### config.mk
export PLATFORM = sky130hd
export DESIGN_NAME = death_sequencer
export DESIGN_NICKNAME = d
export VERILOG_FILES = /design/src/rtl/death_sequencer_pkg.sv /design/src/rtl/death_sequencer_sync2.sv /design/src/rtl/death_sequencer.sv
export SDC_FILE = /design/constraint.sdc
export NUM_CORES = 1
export LEC_CHECK = 0
export ABC_CLOCK_PERIOD_IN_PS = 2190
export BUFFER_PORTS_ARGS = -buffer_cell sky130_fd_sc_hd__buf_4
export CAP_MARGIN = 40
export CORE_ASPECT_RATIO = 0.75
export CORE_UTILIZATION = 31
export CTS_CLUSTER_DIAMETER = 30
export DETAILED_ROUTE_END_ITERATION = 6
export PLACE_DENSITY = 0.52
export SYNTH_ARGS = -nofsm -noshare
export SYNTH_HDL_FRONTEND = slang
export SYNTH_SLANG_ARGS = --single-unit
### constraint.sdc
create_clock -name toggle_clk -period 2.19 [get_ports toggle_clk]
set_input_delay 0.219 -clock toggle_clk [delete_from_list [all_inputs] [get_ports toggle_clk]]
set_output_delay 0.219 -clock toggle_clk [all_outputs]
set_load 0.05 [all_outputs]
### src/rtl/death_sequencer_pkg.sv
// Shared state encoding and helpers for the kid's death sequencer.
package death_pkg;

  localparam int STATE_W = 2;

  localparam logic [STATE_W-1:0] ST_ALIVE   = 2'd0;
  localparam logic [STATE_W-1:0] ST_DYING   = 2'd1;
  localparam logic [STATE_W-1:0] ST_DEAD    = 2'd2;
  localparam logic [STATE_W-1:0] ST_RESPAWN = 2'd3;

  typedef enum logic [STATE_W-1:0] {
    S_ALIVE   = ST_ALIVE,
    S_DYING   = ST_DYING,
    S_DEAD    = ST_DEAD,
    S_RESPAWN = ST_RESPAWN
  } state_t;

  function automatic int max2(input int a, input int b);
    return (a > b) ? a : b;
  endfunction

endpackage

### src/rtl/death_sequencer_sync2.sv
// Two-flop synchroniser, parameterised width, synchronous active-high reset to 0.
module sync2 #(
  parameter int W = 1
) (
  input  logic         toggle_clk,
  input  logic         rst,
  input  logic [W-1:0] d,
  output logic [W-1:0] q
);

  logic [W-1:0] s1;

  always_ff @(posedge toggle_clk) begin
    if (rst) begin
      s1 <= '0;
      q  <= '0;
    end else begin
      s1 <= d;
      q  <= s1;
    end
  end

endmodule

### src/rtl/death_sequencer.sv
// Kid death sequence controller: hazard OR, blink, game-over, restart, level reset.
// Optional GODMODE_EN: synced god_mode masks hazards while ALIVE.
//
// state   | meaning
// ALIVE   | normal play; hazards (outside grace) kill, press restarts voluntarily
// DYING   | kid frozen and blinking for BLINK_TICKS ticks
// DEAD    | game-over overlay shown, waiting for restart press
// RESPAWN | level_rst held for RST_TICKS ticks
module death_sequencer
  import death_pkg::*;
#(
  parameter int N_HAZ       = 4,
  parameter int BLINK_TICKS = 6,
  parameter int RST_TICKS   = 2,
  parameter int GRACE_TICKS = 2,
  parameter int CNT_W       = 10,
  localparam int HIT_W      = (N_HAZ > 1) ? $clog2(N_HAZ) : 1
) (
  input  logic              toggle_clk,
  input  logic              rst,
  input  logic [N_HAZ-1:0]  hazard_hit,
  input  logic              restart_key,
  input  logic              god_mode,
  output logic              kid_freeze,
  output logic              kid_visible,
  output logic              show_game_over,
  output logic              level_rst,
  output logic [CNT_W-1:0]  death_count,
  output logic [HIT_W-1:0]  last_hit
);

  localparam int TMR_W   = $clog2(max2(BLINK_TICKS, RST_TICKS) + 1);
  localparam int GRACE_W = $clog2(GRACE_TICKS + 1);

  localparam logic [TMR_W-1:0]   BLINK_LOAD = TMR_W'(BLINK_TICKS - 1);
  localparam logic [TMR_W-1:0]   RST_LOAD   = TMR_W'(RST_TICKS - 1);
  localparam logic [GRACE_W-1:0] GRACE_LOAD = GRACE_W'(GRACE_TICKS);

  state_t             state;
  logic [TMR_W-1:0]   seq_tmr;
  logic [GRACE_W-1:0] grace_tmr;
  logic [N_HAZ-1:0]   hazard_s;
  logic               key_s2;
  logic               key_s3;
  logic               press;
  logic               grace;
  logic               hit;
  logic [HIT_W-1:0]   hit_idx;

  sync2 #(.W(N_HAZ)) u_sync_haz (
    .toggle_clk (toggle_clk),
    .rst        (rst),
    .d          (hazard_hit),
    .q          (hazard_s)
  );

  sync2 #(.W(1)) u_sync_key (
    .toggle_clk (toggle_clk),
    .rst        (rst),
    .d          (restart_key),
    .q          (key_s2)
  );

  assign press = key_s2 & ~key_s3;
  assign grace = |grace_tmr;

`ifdef GODMODE_EN
  logic god_s;

  sync2 #(.W(1)) u_sync_god (
    .toggle_clk (toggle_clk),
    .rst        (rst),
    .d          (god_mode),
    .q          (god_s)
  );

  assign hit = (|hazard_s) & ~grace & ~god_s;
`else
  logic god_unused;
  assign god_unused = god_mode;
  assign hit        = (|hazard_s) & ~grace;
`endif

  // Lowest set bit identifies the killing hazard.
  always_comb begin
    hit_idx = '0;
    for (int i = N_HAZ - 1; i >= 0; i--) begin
      if (hazard_s[i]) hit_idx = HIT_W'(i);
    end
  end

  always_ff @(posedge toggle_clk) begin
    if (rst) begin
      state          <= S_ALIVE;
      key_s3         <= 1'b0;
      seq_tmr        <= '0;
      grace_tmr      <= '0;
      kid_freeze     <= 1'b0;
      kid_visible    <= 1'b1;
      show_game_over <= 1'b0;
      level_rst      <= 1'b0;
      death_count    <= '0;
      last_hit       <= '0;
    end else begin
      key_s3 <= key_s2;
      case (state)
        S_ALIVE: begin
          if (grace) grace_tmr <= grace_tmr - 1'b1;
          if (hit) begin
            state       <= S_DYING;
            kid_freeze  <= 1'b1;
            kid_visible <= 1'b0;
            seq_tmr     <= BLINK_LOAD;
            last_hit    <= hit_idx;
            if (death_count != '1) death_count <= death_count + 1'b1;
          end else if (press) begin
            state          <= S_RESPAWN;
            level_rst      <= 1'b1;
            kid_freeze     <= 1'b1;
            kid_visible    <= 1'b1;
            show_game_over <= 1'b0;
            seq_tmr        <= RST_LOAD;
          end
        end
        S_DYING: begin
          if (seq_tmr == '0) begin
            state          <= S_DEAD;
            kid_visible    <= 1'b0;
            show_game_over <= 1'b1;
          end else begin
            seq_tmr     <= seq_tmr - 1'b1;
            kid_visible <= ~kid_visible;
          end
        end
        S_DEAD: begin
          kid_freeze <= 1'b1;
          if (press) begin
            state          <= S_RESPAWN;
            level_rst      <= 1'b1;
            kid_visible    <= 1'b1;
            show_game_over <= 1'b0;
            seq_tmr        <= RST_LOAD;
          end
        end
        S_RESPAWN: begin
          if (seq_tmr == '0) begin
            state      <= S_ALIVE;
            level_rst  <= 1'b0;
            kid_freeze <= 1'b0;
            grace_tmr  <= GRACE_LOAD;
          end else begin
            seq_tmr <= seq_tmr - 1'b1;
          end
        end
        default: state <= S_ALIVE;
      endcase
    end
  end

endmodule

==> results.py, run 1 <==
metrics = {
    "power_and_ir_drop": {
        "switching_share_pct": 40.0,
        "intPower_mw": 1.32,
        "fin_total_pwr_mw": 2.21,
        "power.density_cell_area_nw_per_um2": 1110,
        "clock_power_share_pct": 21.8,
        "total_leakage_power_nw": 0.757,
        "power.combinational.fraction_pct": 42.9,
        "net-switching-power_mw": 0.882,
        "vdd_ir_drop_max_uv": 497,
        "power.share.sequential_pct": 35.3,
    },
    "detailed_routing": {
        "via_count": 1324,
        "drc_errors": 0,
        "drt-vias-per-instance": 4.70,
        "drt_first_pass_iters": 4,
        "route.final.wire_length_mm": 3.25,
        "antenna_violating_nets_post_route": 0,
        "routed_wire_length_per_instance_um": 11.5,
        "drt_iter0_markers": 68,
    },
    "layout": {
        "utilization_pct": 39.3,
        "footprint_of_the_multi_input_gates_sq_um": 893,
        "fin_area_sq_um": 1980,
        "nets_finish": 226,
        "sequential_cell_area_sq_um": 681,
        "total_of_fill_cells_in_the_finished_design": 505,
        "area.growth.synth_to_final_pct": 18.7,
        "drive_above_1_share_pct": 19.5,
        "finish.cell_count_without_fillers": 282,
        "diodes": 0,
    },
    "timing": {
        "drv_slew": 0,
        "setup_ws_ns": 0.387,
        "post-route-period-util_pct": 82.3,
        "grt_setup_unrepaired": "no",
        "count_of_final_hold_check_violations": 0,
        "clock.fmax_mhz": 555,
        "report.final.setup_viol": 0,
        "slew_headroom_pct": 63.1,
        "worst_pin_slew_ns": 0.547,
        "timing.clock.skew_ns": 0.00427,
        "fin_tns_setup_ns": 0,
        "hold_slack_ns": 0.147,
        "finalCriticalPeriod_ns": 1.80,
    },
    "clock_network": {
        "worstSkewPairLatency_ns": 0.28,
        "tritoncts": "done",
        "cts_resized": 0,
        "cts-root-to-sink-buffers": 2,
        "clock_tree.htree_level_count": 2,
        "clkSinkCount": 34,
        "cts.root.buffer_cell": "sky130_fd_sc_hd__clkbuf_8",
        "cts_buffers": 5,
        "postCtsSetupBuffers": 0,
        "clock_pin_slew_reported_for_the_worst_setup_and_hold_paths_after_clock_tree_synthesis_ns": 0.07,
        "holdBufCountCts": 0,
    },
    "critical_path": {
        "critPathArrivalTime_ns": 1.98,
        "worstPathMaxFanout": 6,
        "path_class": "register to register",
        "timing.critical_path.required_ns": 2.36,
        "worst_setup_path_start_kind": "register",
        "timing.reg2reg.worst_path_depth": 6,
        "crit_path_end_kind": "register",
        "setup.reg_to_reg.worst_slack_ns": 0.39,
    },
    "synth": {
        "post_synth_xor_area_fraction_pct": 0,
        "synth_enable_flop_cells": 0,
        "syn-instance-count": 188,
        "ys_types": 44,
        "synth.mux.area_fraction_pct": 3.82,
        "synth_top_family_by_area": "simple AND/OR/NAND/NOR gates",
        "synth_flop_cell": "sky130_fd_sc_hd__dfxtp_1",
        "synth_area_in_compound_gates_pct": 18.6,
        "synth.net_count": 205,
        "post_synth_and_or_nand_nor_area_fraction_pct": 24.4,
        "synth_seq_cells": 34,
        "ys_warn_count": 0,
        "post_synth_instance_area_sq_um": 1670,
        "synth.yosys.seq_area_share_pct": 40.8,
        "async_flop_share_pct": 0,
        "synth_adder_area_share_pct": 6.75,
        "mean_instance_size_in_the_synthesized_netlist_sq_um": 8.88,
    },
    "global_route": {
        "first_global_vias": 1143,
        "sum_of_overflow_across_all_layers_after_global_routing": 0,
        "grt.total_usage_pct": 12.4,
        "antenna_violations_before_repair": 0,
        "grt_start_max_net_pins": 40,
        "grt_first_pass_wirelength_mm": 5.34,
    },
    "floorplan": {
        "dieWidth_um": 86.7,
        "floorplan_die_area_sq_um": 5680,
        "ios": 24,
        "num_rows": 22,
        "start_util_pct": 33.1,
        "die_height_um": 65.5,
        "placeable_core_region_sq_um": 5040,
    },
    "place": {
        "gpl.final_weighted_congestion": 0.795,
        "place_hpwl_mm": 2.30,
        "dpl_cell_area_sq_um": 1890,
        "post-place-ws_ns": 0.403,
        "place.detailed.instances": 274,
        "port_buffers": 22,
    },
    "status": {
        "run_status": "complete, no violations",
    },
    "hold_path": {
        "hold_path.class": "input pin to register",
        "worst_hold_path.num_cells": 2,
    },
    "flow_run": {
        "max_cap_viol_count": 0,
    },
}
-- registers in the layout, indices dropped and copies added (netlist names), 2 cells and up --
register       cells
grace_tmr          2
seq_tmr            3
u_sync_haz.s1      4
u_sync_haz.q       4
death_count       10
state              2
last_hit           2
-- placed cells by master (no fill, tap or decap), types with 2 or more instances in the layout --
cell / Yosys / routed
sky130_fd_sc_hd__nor2b_1: 16 / 16
sky130_fd_sc_hd__o31ai_1: 5 / 5
sky130_fd_sc_hd__inv_1: 11 / 11
sky130_fd_sc_hd__a31oi_1: 3 / 3
sky130_fd_sc_hd__nor4_1: 2 / 2
sky130_fd_sc_hd__nand4_1: 2 / 2
sky130_fd_sc_hd__or4_1: 2 / 2
sky130_fd_sc_hd__ha_1: 9 / 9
sky130_fd_sc_hd__mux2_2: 3 / 3
sky130_fd_sc_hd__nor3_1: 8 / 8
sky130_fd_sc_hd__clkbuf_8: 0 / 6
sky130_fd_sc_hd__nor4b_1: 2 / 2
sky130_fd_sc_hd__buf_4: 2 / 24
sky130_fd_sc_hd__a211oi_1: 3 / 3
sky130_fd_sc_hd__mux2i_1: 3 / 3
sky130_fd_sc_hd__and2_1: 2 / 2
sky130_fd_sc_hd__nand3_1: 2 / 2
sky130_fd_sc_hd__o21ai_0: 7 / 7
sky130_fd_sc_hd__dfxtp_1: 34 / 34
sky130_fd_sc_hd__a21oi_1: 15 / 15
sky130_fd_sc_hd__nand2_1: 8 / 8
sky130_fd_sc_hd__nand2b_1: 5 / 5
sky130_fd_sc_hd__nor2_1: 14 / 14
sky130_fd_sc_hd__or3_1: 3 / 3
sky130_fd_sc_hd__and3_1: 2 / 2
sky130_fd_sc_hd__o31a_1: 2 / 2
-- worst paths after layout --
kind / startpoint / end
min reg2reg: u_sync_haz.s1[2] / u_sync_haz.q[2]
max reg2reg: state[0] / death_count[4]
min: hazard_hit[3] / u_sync_haz.s1[3]
max: state[0] / death_count[4]
-- cell usage after synthesis, types with 3 or more instances --
library cell | count | area share, %
sky130_fd_sc_hd__dfxtp_1 | 34 | 41
sky130_fd_sc_hd__nor2b_1 | 16 | 6.0
sky130_fd_sc_hd__a21oi_1 | 15 | 4.5
sky130_fd_sc_hd__nor2_1 | 14 | 3.1
sky130_fd_sc_hd__inv_1 | 11 | 2.5
sky130_fd_sc_hd__ha_1 | 9 | 6.7
sky130_fd_sc_hd__nand2_1 | 8 | 1.8
sky130_fd_sc_hd__nor3_1 | 8 | 2.4
sky130_fd_sc_hd__o21ai_0 | 7 | 2.1
sky130_fd_sc_hd__clkbuf_1 | 5 | 1.1
sky130_fd_sc_hd__nand2b_1 | 5 | 1.9
sky130_fd_sc_hd__o31ai_1 | 5 | 2.2
sky130_fd_sc_hd__a211oi_1 | 3 | 1.3
sky130_fd_sc_hd__a31oi_1 | 3 | 1.1
sky130_fd_sc_hd__mux2_2 | 3 | 2.0
sky130_fd_sc_hd__mux2i_1 | 3 | 1.8
sky130_fd_sc_hd__or3_1 | 3 | 1.1
-- power groups by stage --
| stage | clock (mW) | combinational, mW | sequential, mW |
|---|---|---|---|
| 2_1_floorplan | 0 | 0.616 | 0.919 |
| 3_3_place_gp | 0 | 0.948 | 0.794 |
| 3_5_place_dp | 0 | 0.946 | 0.794 |
| 4_1_cts | 0.504 | 0.950 | 0.781 |
| 5_1_grt | 0.531 | 1.05 | 0.791 |
| 6_report | 0.481 | 0.947 | 0.778 |
-- layout make-up --
type	instances	share of cell area, %
multi-input cells	133	45.1
inverters	11	2.08
flip-flops and latches	34	34.4
repair buffers	24	9.10
clock buffers	6	4.17
well taps	72	4.55
clock inverters	2	0.632
-- worst max-delay path, cell delays in order, from the launching register on --
cell and delay, ns:
sky130_fd_sc_hd__dfxtp_1 0.34, sky130_fd_sc_hd__inv_1 0.11, sky130_fd_sc_hd__ha_1 0.17, sky130_fd_sc_hd__and2_1 0.23, sky130_fd_sc_hd__nand2_2 0.13, sky130_fd_sc_hd__nor4b_1 0.35, sky130_fd_sc_hd__mux2_2 0.37
-- layer usage --
layer	vias up	share of wire, %	wire length [um]	GRT usage [%]
li1	708	-	-	-
met1	584	56	1810	17.9
met2	30	39	1270	16.7
met3	2	4.7	151	4.15
met4	0	0.55	18	4.38
met5	-	0	0	0
-- kinds of logic after synthesis --
| family | count (synthesis) |
|---|---|
| simple gates | 73 |
| mux | 6 |
| fa+ha+maj | 9 |
| compound gates | 45 |
| flops | 34 |
| buf+inv | 21 |
No activity file was read; power rests on OpenSTA's default activity.
==> inputs of run 2 (changes only) <==
- ABC_CLOCK_PERIOD_IN_PS: 2190 -> 1780
- clock period: 2.19 -> 1.78 ns (I/O delays scaled with it)
==> run 2 against run 1 <==
Against the previous run: core utilization increased by 2.3 points; worst hold slack got worse by 0.050 ns; clock skew increased by 0.0011 ns; via count increased by 4.2%; largest cell class unchanged; clock power increased by 25%; sequential power increased by 24%; critical path depth unchanged; die area unchanged; combinational power increased by 36%; count of clock-buffer cells in the layout unchanged; final area increased by 5.9%; flip-flop and latch count unchanged.
==> results.py, run 2 (synthesized netlist as in run 1, its figures left out) <==
metrics = {
    "hold_path": {
        "hold_path.class": "input pin to register",
    },
    "timing": {
        "hold_slack_ns": 0.0967,
        "fin_tns_setup_ns": 0,
        "clock.fmax_mhz": 593,
        "grt_setup_unrepaired": "yes",
        "count_of_final_hold_check_violations": 0,
        "drv_slew": 0,
        "slew_headroom_pct": 61.2,
        "setup_ws_ns": 0.0923,
        "report.final.setup_viol": 0,
        "timing.clock.skew_ns": 0.00537,
        "finalCriticalPeriod_ns": 1.69,
        "post-route-period-util_pct": 94.8,
        "worst_pin_slew_ns": 0.574,
    },
    "global_route": {
        "grt_first_pass_wirelength_mm": 5.91,
        "grt.total_usage_pct": 13.5,
        "first_global_vias": 1189,
        "antenna_violations_before_repair": 0,
        "sum_of_overflow_across_all_layers_after_global_routing": 0,
        "grt_start_max_net_pins": 40,
    },
    "detailed_routing": {
        "routed_wire_length_per_instance_um": 12.5,
        "route.final.wire_length_mm": 3.59,
        "detailroute.wirelength.met3_um": 165,
        "drt-vias-per-instance": 4.79,
        "drc_errors": 0,
        "wl_met1_mm": 2.02,
        "via_count": 1379,
        "routed-wl-met2_mm": 1.38,
        "drt_first_pass_iters": 4,
        "max_layer_used": "met4",
        "antenna_violating_nets_post_route": 0,
        "drt_iter0_markers": 71,
    },
    "floorplan": {
        "floorplan_die_area_sq_um": 5680,
        "start_util_pct": 33.1,
        "dieWidth_um": 86.7,
        "num_rows": 22,
        "die_height_um": 65.5,
        "placeable_core_region_sq_um": 5040,
        "ios": 24,
    },
    "critical_path": {
        "worst_path_dominant_cell_family": "simple AND/OR/NAND/NOR gates",
        "timing.critical_path.required_ns": 1.95,
        "critPathMaxStageDelay_ns": 0.36,
        "worstPathMaxFanout": 6,
        "critPathBufInv": 1,
        "critPathArrivalTime_ns": 1.86,
        "path_class": "register to register",
        "crit_path_end_kind": "register",
        "worst_setup_path_start_kind": "register",
        "critPathSlowestCell": "sky130_fd_sc_hd__mux2_2",
        "timing.critical_path.cells": "inv_1 -> ha_1 -> and2_4 -> nand2_2 -> nor4b_2 -> mux2_2",
    },
    "clock_network": {
        "cts-root-to-sink-buffers": 2,
        "worstSkewPairLatency_ns": 0.29,
        "holdBufCountCts": 0,
        "cts_buffers": 5,
        "postCtsSetupBuffers": 0,
        "clock_tree.htree_level_count": 2,
        "tritoncts": "done",
        "clkSinkCount": 34,
        "cts.root.buffer_cell": "sky130_fd_sc_hd__clkbuf_8",
        "clock_pin_slew_reported_for_the_worst_setup_and_hold_paths_after_clock_tree_synthesis_ns": 0.07,
    },
    "power_and_ir_drop": {
        "fin_total_pwr_mw": 2.86,
        "clock_power_share_pct": 21.0,
        "power.combinational.fraction_pct": 45.3,
        "total_leakage_power_nw": 0.798,
        "power.density_cell_area_nw_per_um2": 1360,
        "switching_share_pct": 40.2,
        "net-switching-power_mw": 1.15,
        "intPower_mw": 1.71,
        "power.share.sequential_pct": 33.7,
        "vdd_ir_drop_max_uv": 612,
    },
    "place": {
        "place_hpwl_mm": 2.44,
        "post-place-ws_ns": 0.00881,
        "port_buffers": 22,
        "gpl.final_weighted_congestion": 0.725,
    },
    "layout": {
        "final_cell_mix": "sky130_fd_sc_hd__buf_4, sky130_fd_sc_hd__dfxtp_1, sky130_fd_sc_hd__nor2b_1",
        "largest_registers_ranked_by_flip_flop_count": "death_count: 10 flops, u_sync_haz.q: 4 flops, u_sync_haz.s1: 4 flops",
        "largest_reg_flops": 10,
        "utilization_pct": 41.7,
        "sequential_cell_area_sq_um": 689,
        "footprint_of_the_multi_input_gates_sq_um": 957,
        "nets_finish": 232,
        "area.growth.synth_to_final_pct": 25.7,
        "total_of_fill_cells_in_the_finished_design": 515,
        "diodes": 0,
        "layout_commonest_cell": "sky130_fd_sc_hd__buf_4",
        "drive_above_1_share_pct": 30.6,
        "largest-register": "death_count",
    },
    "flow_run": {
        "max_cap_viol_count": 0,
    },
    "status": {
        "run_status": "complete, no violations",
    },
}
[run 2: area by class of cell]
class / count / area share [%]
inverters: 11 / 1.97
well taps: 72 / 4.29
clock buffers: 6 / 3.94
repair buffers: 30 / 10.7
flip-flops and latches: 34 / 32.9
multi-input cells: 133 / 45.6
clock inverters: 2 / 0.596
[run 2: power groups by stage]
stage | clock (mW) | combinational, mW | sequential, mW
finish | 0.600 | 1.29 | 0.962
global placement | 0 | 1.22 | 0.971
detailed placement | 0 | 1.23 | 0.972
CTS | 0.624 | 1.24 | 0.959
floorplan | 0 | 0.788 | 1.13
global route | 0.665 | 1.41 | 0.980
[run 2: final timing paths]
path | start | to | slack [ns] | depth (start not counted)
worst max register to register | state[0] | death_count[4] | 0.09 | 6
worst min register to register | u_sync_haz.s1[1] | u_sync_haz.q[1] | 0.44 | 1
worst max-delay path | state[0] | death_count[4] | 0.09 | 6
worst min-delay path | hazard_hit[2] | u_sync_haz.s1[2] | 0.1 | 2
[run 2: what timing repair did]
item	CTS	global route
gates resized for setup	1	12
gates cloned	0	0
setup endpoints to repair	2	12
[run 2: routing by layer]
layer  GRT usage [%]  vias to the layer above
met5               0                        -
met4            4.38                        0
met3            4.40                        2
met2            16.8                       31
met1            20.8                      624
li1                -                      722
[run 2: stage by stage]
stage / std cells / area [sq um]
2_1_floorplan: 188 / 1690
3_3_place_gp: 280 / 1950
3_5_place_dp: 280 / 1950
4_1_cts: 288 / 2050
5_1_grt: 288 / 2100
6_report: 288 / 2100
